===== src/rtl/div_pkg.sv =====
// Shared types and constants for the sequential divider.
package div_pkg;

  localparam int DIV_WIDTH = 32;
  localparam int DIV_CNT_W = $clog2(DIV_WIDTH) + 1;

  typedef enum logic [1:0] {
    IDLE,
    RUN,
    FIX,
    ZERO
  } div_state_t;

endpackage


===== src/rtl/div_step.sv =====
// One restoring shift-subtract iteration on magnitudes; purely combinational.
module div_step #(
  parameter int WIDTH = 32
) (
  input  logic [WIDTH:0]   r_in,
  input  logic [WIDTH-1:0] q_in,
  input  logic [WIDTH-1:0] m_in,
  output logic [WIDTH:0]   r_out,
  output logic [WIDTH-1:0] q_out
);

  logic [WIDTH+1:0] shifted;
  logic [WIDTH+1:0] diff;
  logic             borrow;

  // One extra bit above the shifted remainder makes the borrow the diff MSB.
  assign shifted = {r_in, q_in[WIDTH-1]};
  assign diff    = shifted - {2'b00, m_in};
  assign borrow  = diff[WIDTH+1];

  assign r_out = borrow ? shifted[WIDTH:0] : diff[WIDTH:0];
  assign q_out = {q_in[WIDTH-2:0], ~borrow};

endmodule


===== src/rtl/div_seq.sv =====
// Multi-cycle restoring divider with MIPS div semantics: quotient on lo, remainder on hi.
// Define DIV_UNSIGNED_EN to add the is_unsigned input (MIPS divu behaviour).
module div_seq
  import div_pkg::*;
#(
  parameter int WIDTH = DIV_WIDTH
) (
  input  logic             clock,
  input  logic             reset_n,
  input  logic             start,
  input  logic [WIDTH-1:0] dividend,
  input  logic [WIDTH-1:0] divisor,
`ifdef DIV_UNSIGNED_EN
  input  logic             is_unsigned,
`endif
  output logic             busy,
  output logic             done,
  output logic             div_zero,
  output logic [WIDTH-1:0] hi,
  output logic [WIDTH-1:0] lo
);

  localparam int CNT_W = (WIDTH == DIV_WIDTH) ? DIV_CNT_W : $clog2(WIDTH) + 1;

  div_state_t       state_q, state_d;
  logic [WIDTH:0]   r_q, r_d;
  logic [WIDTH-1:0] q_q, q_d;
  logic [WIDTH-1:0] m_q, m_d;
  logic [CNT_W-1:0] cnt_q, cnt_d;
  logic             qneg_q, qneg_d;
  logic             rneg_q, rneg_d;
  logic             busy_q, busy_d;
  logic             done_q, done_d;
  logic             div_zero_q, div_zero_d;
  logic [WIDTH-1:0] hi_q, hi_d;
  logic [WIDTH-1:0] lo_q, lo_d;

  logic             signed_op;
  logic             a_neg, b_neg;
  logic [WIDTH-1:0] a_mag, b_mag;
  logic [WIDTH:0]   step_r;
  logic [WIDTH-1:0] step_q;

`ifdef DIV_UNSIGNED_EN
  assign signed_op = ~is_unsigned;
`else
  assign signed_op = 1'b1;
`endif

  // The most-negative operand negates to itself, which is its correct unsigned magnitude.
  assign a_neg = signed_op & dividend[WIDTH-1];
  assign b_neg = signed_op & divisor[WIDTH-1];
  assign a_mag = a_neg ? -dividend : dividend;
  assign b_mag = b_neg ? -divisor : divisor;

  div_step #(
    .WIDTH(WIDTH)
  ) u_step (
    .r_in (r_q),
    .q_in (q_q),
    .m_in (m_q),
    .r_out(step_r),
    .q_out(step_q)
  );

  always_comb begin
    state_d    = state_q;
    r_d        = r_q;
    q_d        = q_q;
    m_d        = m_q;
    cnt_d      = cnt_q;
    qneg_d     = qneg_q;
    rneg_d     = rneg_q;
    busy_d     = busy_q;
    done_d     = 1'b0;
    div_zero_d = div_zero_q;
    hi_d       = hi_q;
    lo_d       = lo_q;

    case (state_q)
      IDLE: begin
        // The done cycle is still IDLE, but a start there must not launch a new op.
        if (start && !done_q) begin
          busy_d     = 1'b1;
          div_zero_d = 1'b0;
          if (divisor == '0) begin
            state_d = ZERO;
          end else begin
            state_d = RUN;
            q_d     = a_mag;
            m_d     = b_mag;
            r_d     = '0;
            cnt_d   = '0;
            qneg_d  = a_neg ^ b_neg;
            rneg_d  = a_neg;
          end
        end
      end
      RUN: begin
        r_d   = step_r;
        q_d   = step_q;
        cnt_d = cnt_q + CNT_W'(1);
        if (cnt_q == CNT_W'(WIDTH - 1)) begin
          state_d = FIX;
        end
      end
      FIX: begin
        lo_d    = qneg_q ? -q_q : q_q;
        hi_d    = rneg_q ? -r_q[WIDTH-1:0] : r_q[WIDTH-1:0];
        done_d  = 1'b1;
        busy_d  = 1'b0;
        state_d = IDLE;
      end
      ZERO: begin
        done_d     = 1'b1;
        div_zero_d = 1'b1;
        busy_d     = 1'b0;
        state_d    = IDLE;
      end
      default: begin
        state_d = IDLE;
        busy_d  = 1'b0;
      end
    endcase
  end

  always_ff @(posedge clock or negedge reset_n) begin
    if (!reset_n) begin
      state_q    <= IDLE;
      r_q        <= '0;
      q_q        <= '0;
      m_q        <= '0;
      cnt_q      <= '0;
      qneg_q     <= 1'b0;
      rneg_q     <= 1'b0;
      busy_q     <= 1'b0;
      done_q     <= 1'b0;
      div_zero_q <= 1'b0;
      hi_q       <= '0;
      lo_q       <= '0;
    end else begin
      state_q    <= state_d;
      r_q        <= r_d;
      q_q        <= q_d;
      m_q        <= m_d;
      cnt_q      <= cnt_d;
      qneg_q     <= qneg_d;
      rneg_q     <= rneg_d;
      busy_q     <= busy_d;
      done_q     <= done_d;
      div_zero_q <= div_zero_d;
      hi_q       <= hi_d;
      lo_q       <= lo_d;
    end
  end

  assign busy     = busy_q;
  assign done     = done_q;
  assign div_zero = div_zero_q;
  assign hi       = hi_q;
  assign lo       = lo_q;

endmodule


===== config.mk =====
export PLATFORM = sky130hd
export DESIGN_NAME = div_seq
export DESIGN_NICKNAME = d
export VERILOG_FILES = /design/src/rtl/div_pkg.sv /design/src/rtl/div_step.sv /design/src/rtl/div_seq.sv
export SDC_FILE = /design/constraint.sdc
export NUM_CORES = 1
export LEC_CHECK = 0
export CAP_MARGIN = 10
export CORE_MARGIN = 2
export CORE_UTILIZATION = 52
export CTS_CLUSTER_DIAMETER = 60
export DETAILED_ROUTE_END_ITERATION = 10
export GPL_TIMING_DRIVEN = 0
export MAX_ROUTING_LAYER = met4
export PLACE_DENSITY_LB_ADDON = 0.25
export SYNTH_ARGS = -nofsm -noshare
export SYNTH_HDL_FRONTEND = slang
export SYNTH_HIERARCHICAL = 1
export SYNTH_SLANG_ARGS = --single-unit

===== constraint.sdc =====
create_clock -name clock -period 3.12 [get_ports clock]
set_input_delay 0.624 -clock clock [delete_from_list [all_inputs] [get_ports clock]]
set_output_delay 0.624 -clock clock [all_outputs]
set_load 0.01 [all_outputs]

==> metrics <==
vias in the first global route=9899; unrepaired setup endpoints after global routing=yes; first drt pass iteration count=5; HPWL after detailed placement=roughly 24000 um; crit-path max FO=8; worst reg2reg path depth=14; period utilisation layout=104%; Cell Area, Synth=approximately 12000 um^2; synth warn=6; largest net degree at the start of global routing=89; outcome=finished, violations left; fin. max-slew vios=0; clock root buffer=clkbuf_16; violated checks=negative setup slack; total power=roughly 18 mW; critical path data required time=3480 ps; final wirelength=33700 um; cell taking the most area after synthesis=dfrtp_1; first-pass GRT wire length=51800 um; total vias in the final route=10800; Worst R2R Setup Slack=-130 ps; clock-pin transition on the worst setup and hold timing paths=70 ps; sw power=7.61 mW; top_reg_cell synth=dfrtp_1; Post-synth ARST share=100%; Setup Viol. Count Final=29; post-placement worst setup slack=-539 ps; Post-CTS Hold Buffers=0; CTS Buf Count=17; IO buf count=between 100 and 150; reg2reg start=r_q[5]; P&R area growth vs syn=25.9%; number of synthesized flops with an enable pin=0; pwr dens=1190 nW/um^2; DRC viols=0; Mapped Avg Cell Area=8.82 um^2; TritonCTS clock tree=done; Final min period=3250 ps; Int Power=9.92 mW; HP Class=input port to async pin; core area=between 20000 and 25000 um^2; Synth Net Count=1436; maximum vdd drop=0.845 mV; Setup TNS=-1480 ps; die area=23800 um^2; Critical Path Start=r_q[5]; top-count cell post-synth=nand2_1; P_leak=6.10 nW; post-route ant nets=0; max-cap violations=0; WL/cell=approximately 19 um; All-Layer GR Usage=27.9%; Worst EP arrival=3600 ps; Core Rows=between 50 and 60; Fin. Hold Viols=0; filler cell count=1804; Net count, final=1613; worst-margin pin slew=879 ps; CTS H-tree lvls=4; Yosys reg bits=174; Worst R2R End=r_q[0]; Initial Util=53.3%; Ports=between 100 and 150; clock tree buffer depth=2; Worst setup SP type=flop; most area-consuming cells after synthesis=dfrtp_1 (37%), xor2_1 (6.7%), nand2_1 (6.4%); initial antenna violation count=0; highest clock rate=308 MHz; # clock sinks=between 150 and 200; synth cell count leaders=nand2_1 (201), dfrtp_1 (174), xor2_1 (90); Post-Route Skew=13.0 ps; grt ovf=0; share of layout cells above drive strength 1=15.1%; Iter 0 DRT Violations=823; Setup crit end kind=flop; diode count=0; Post-Syn Instances=approximately 1300; Sw Ratio=between 40% and 50%; die width=154 um; post-DR vias/cell=5.97; top cell type's share of synthesized area=~37%; sequential share of the synthesized area=37.1%; Clock Power Share=between 10% and 20%; GPL Wtd Cong=0.909; worst skew pair latency=about 440 ps; Flop pwr share=24.4%; kind of critical path=flop to flop; Final Worst Setup Slack=-127 ps; Die Y=154 um; max_slew headroom=40.9%; Critical Path Sink=r_q[0]; combinational fraction of design power=63.1%; synth unique cells=74
## stage by stage
step	area, um^2	hold slack, ps	instances	util [%]
2_1_floorplan	11700	328	1331	-
3_3_place_gp	13400	454	1744	60.9
3_5_place_dp	13500	460	1745	61.1
4_1_cts	14400	210	1791	65.6
5_1_grt	14800	239	1801	67.1
6_report	14800	176	1801	67.1
## worst min path at each step
stage / startpoint / end / slack (ps)
after global placement: m_q[6] / m_q[6] / 450
after global routing: reset_n / m_q[19] / 240
after floorplan: reset_n / busy / 330
after detailed placement: m_q[13] / m_q[13] / 460
after CTS: reset_n / m_q[17] / 210
final: reset_n / m_q[19] / 180
## what timing repair did
item	4_1_cts	5_1_grt
pin swaps	13	6
resized for setup	55	60
gates cloned	1	2
buffers inserted	19	8
endpoints found under the setup margin	66	34
## cell families after synthesis
logic type,Yosys count,synth area share (%)
buffers and inverters,148,6.08
AND/OR/NAND/NOR,398,16.1
multiplexers,43,3.94
adder cells (fa/ha/maj),38,4.11
XOR/XNOR,146,10.9
AO/OA/AOI/OAI,384,21.8
flip-flops,174,37.1
## routing by layer
layer  vias to the layer above  share of wire, %  global-route usage, %
met5                         -                 0                      -
met4                         0               2.1                   7.32
met3                        70               7.2                   3.70
met2                       494                44                   41.6
met1                      5115                46                   40.3
li1                       5074                 -                      -
## layout by cell type, fill, tap and decap left out, types with 14 or more instances in the layout
cell             instances
a21o_1                  25
a21oi_1                 39
a22o_1                  32
buf_4                   58
clkbuf_1                39
clkbuf_16               19
clkdlybuf4s50_1        132
dfrtp_1                158
dfrtp_2                 16
ha_1                    21
ha_4                    14
inv_1                   43
mux2_4                  21
mux2i_1                 15
nand2_1                201
nand3_1                 16
nor2_1                  60
nor3_1                  15
nor4_1                  14
o21ai_0                 84
o21ai_1                 80
o31ai_1                 32
o41ai_1                 17
xnor2_1                 56
xor2_1                  89
## sequential cells by signal, indices dropped and copies added, names as in the netlist
| name | count |
|---|---|
| cnt_q | 6 |
| lo | 32 |
| busy | 1 |
| done | 1 |
| state_q | 2 |
| q_q | 32 |
| div_zero | 1 |
| m_q | 32 |
| qneg_q | 1 |
| r_q | 33 |
| rneg_q | 1 |
| hi | 32 |
## critical path, stage by stage, from the launching register on
cell and delay, ps:
dfrtp_2 470, ha_4 340, nand2_1 90, or3b_4 420, a211oi_4 230, o31ai_2 90
and3_4 220, o31ai_4 210, xor2_2 160, buf_6 170, buf_8 160, buf_6 150
mux2i_2 240, nand2_1 110, o21ai_1 120
## power groups by stage
| stage | combinational, mW | sequential, mW | clock [mW] |
|---|---|---|---|
| after floorplan | 6.79 | 3.85 | 0 |
| after global placement | 8.42 | 4.18 | 0 |
| after detailed placement | 8.58 | 4.22 | 0 |
| after CTS | 9.50 | 4.18 | 2.18 |
| after global routing | 11.9 | 4.37 | 2.28 |
| final | 11.1 | 4.28 | 2.18 |
## cell type report
class / instances / area (um^2) / area share [%]
multi-input cells: 1009 / 7100 / 48.0
plain buffers: 93 / 544 / 3.68
clock inverters: 15 / 175 / 1.18
flip-flops and latches: 174 / 4370 / 29.6
clock buffers: 17 / 425 / 2.88
repair buffers: 164 / 1640 / 11.1
well taps: 280 / 350 / 2.37
inverters: 49 / 184 / 1.24
Note: power is estimated with default switching activity, not from simulation.
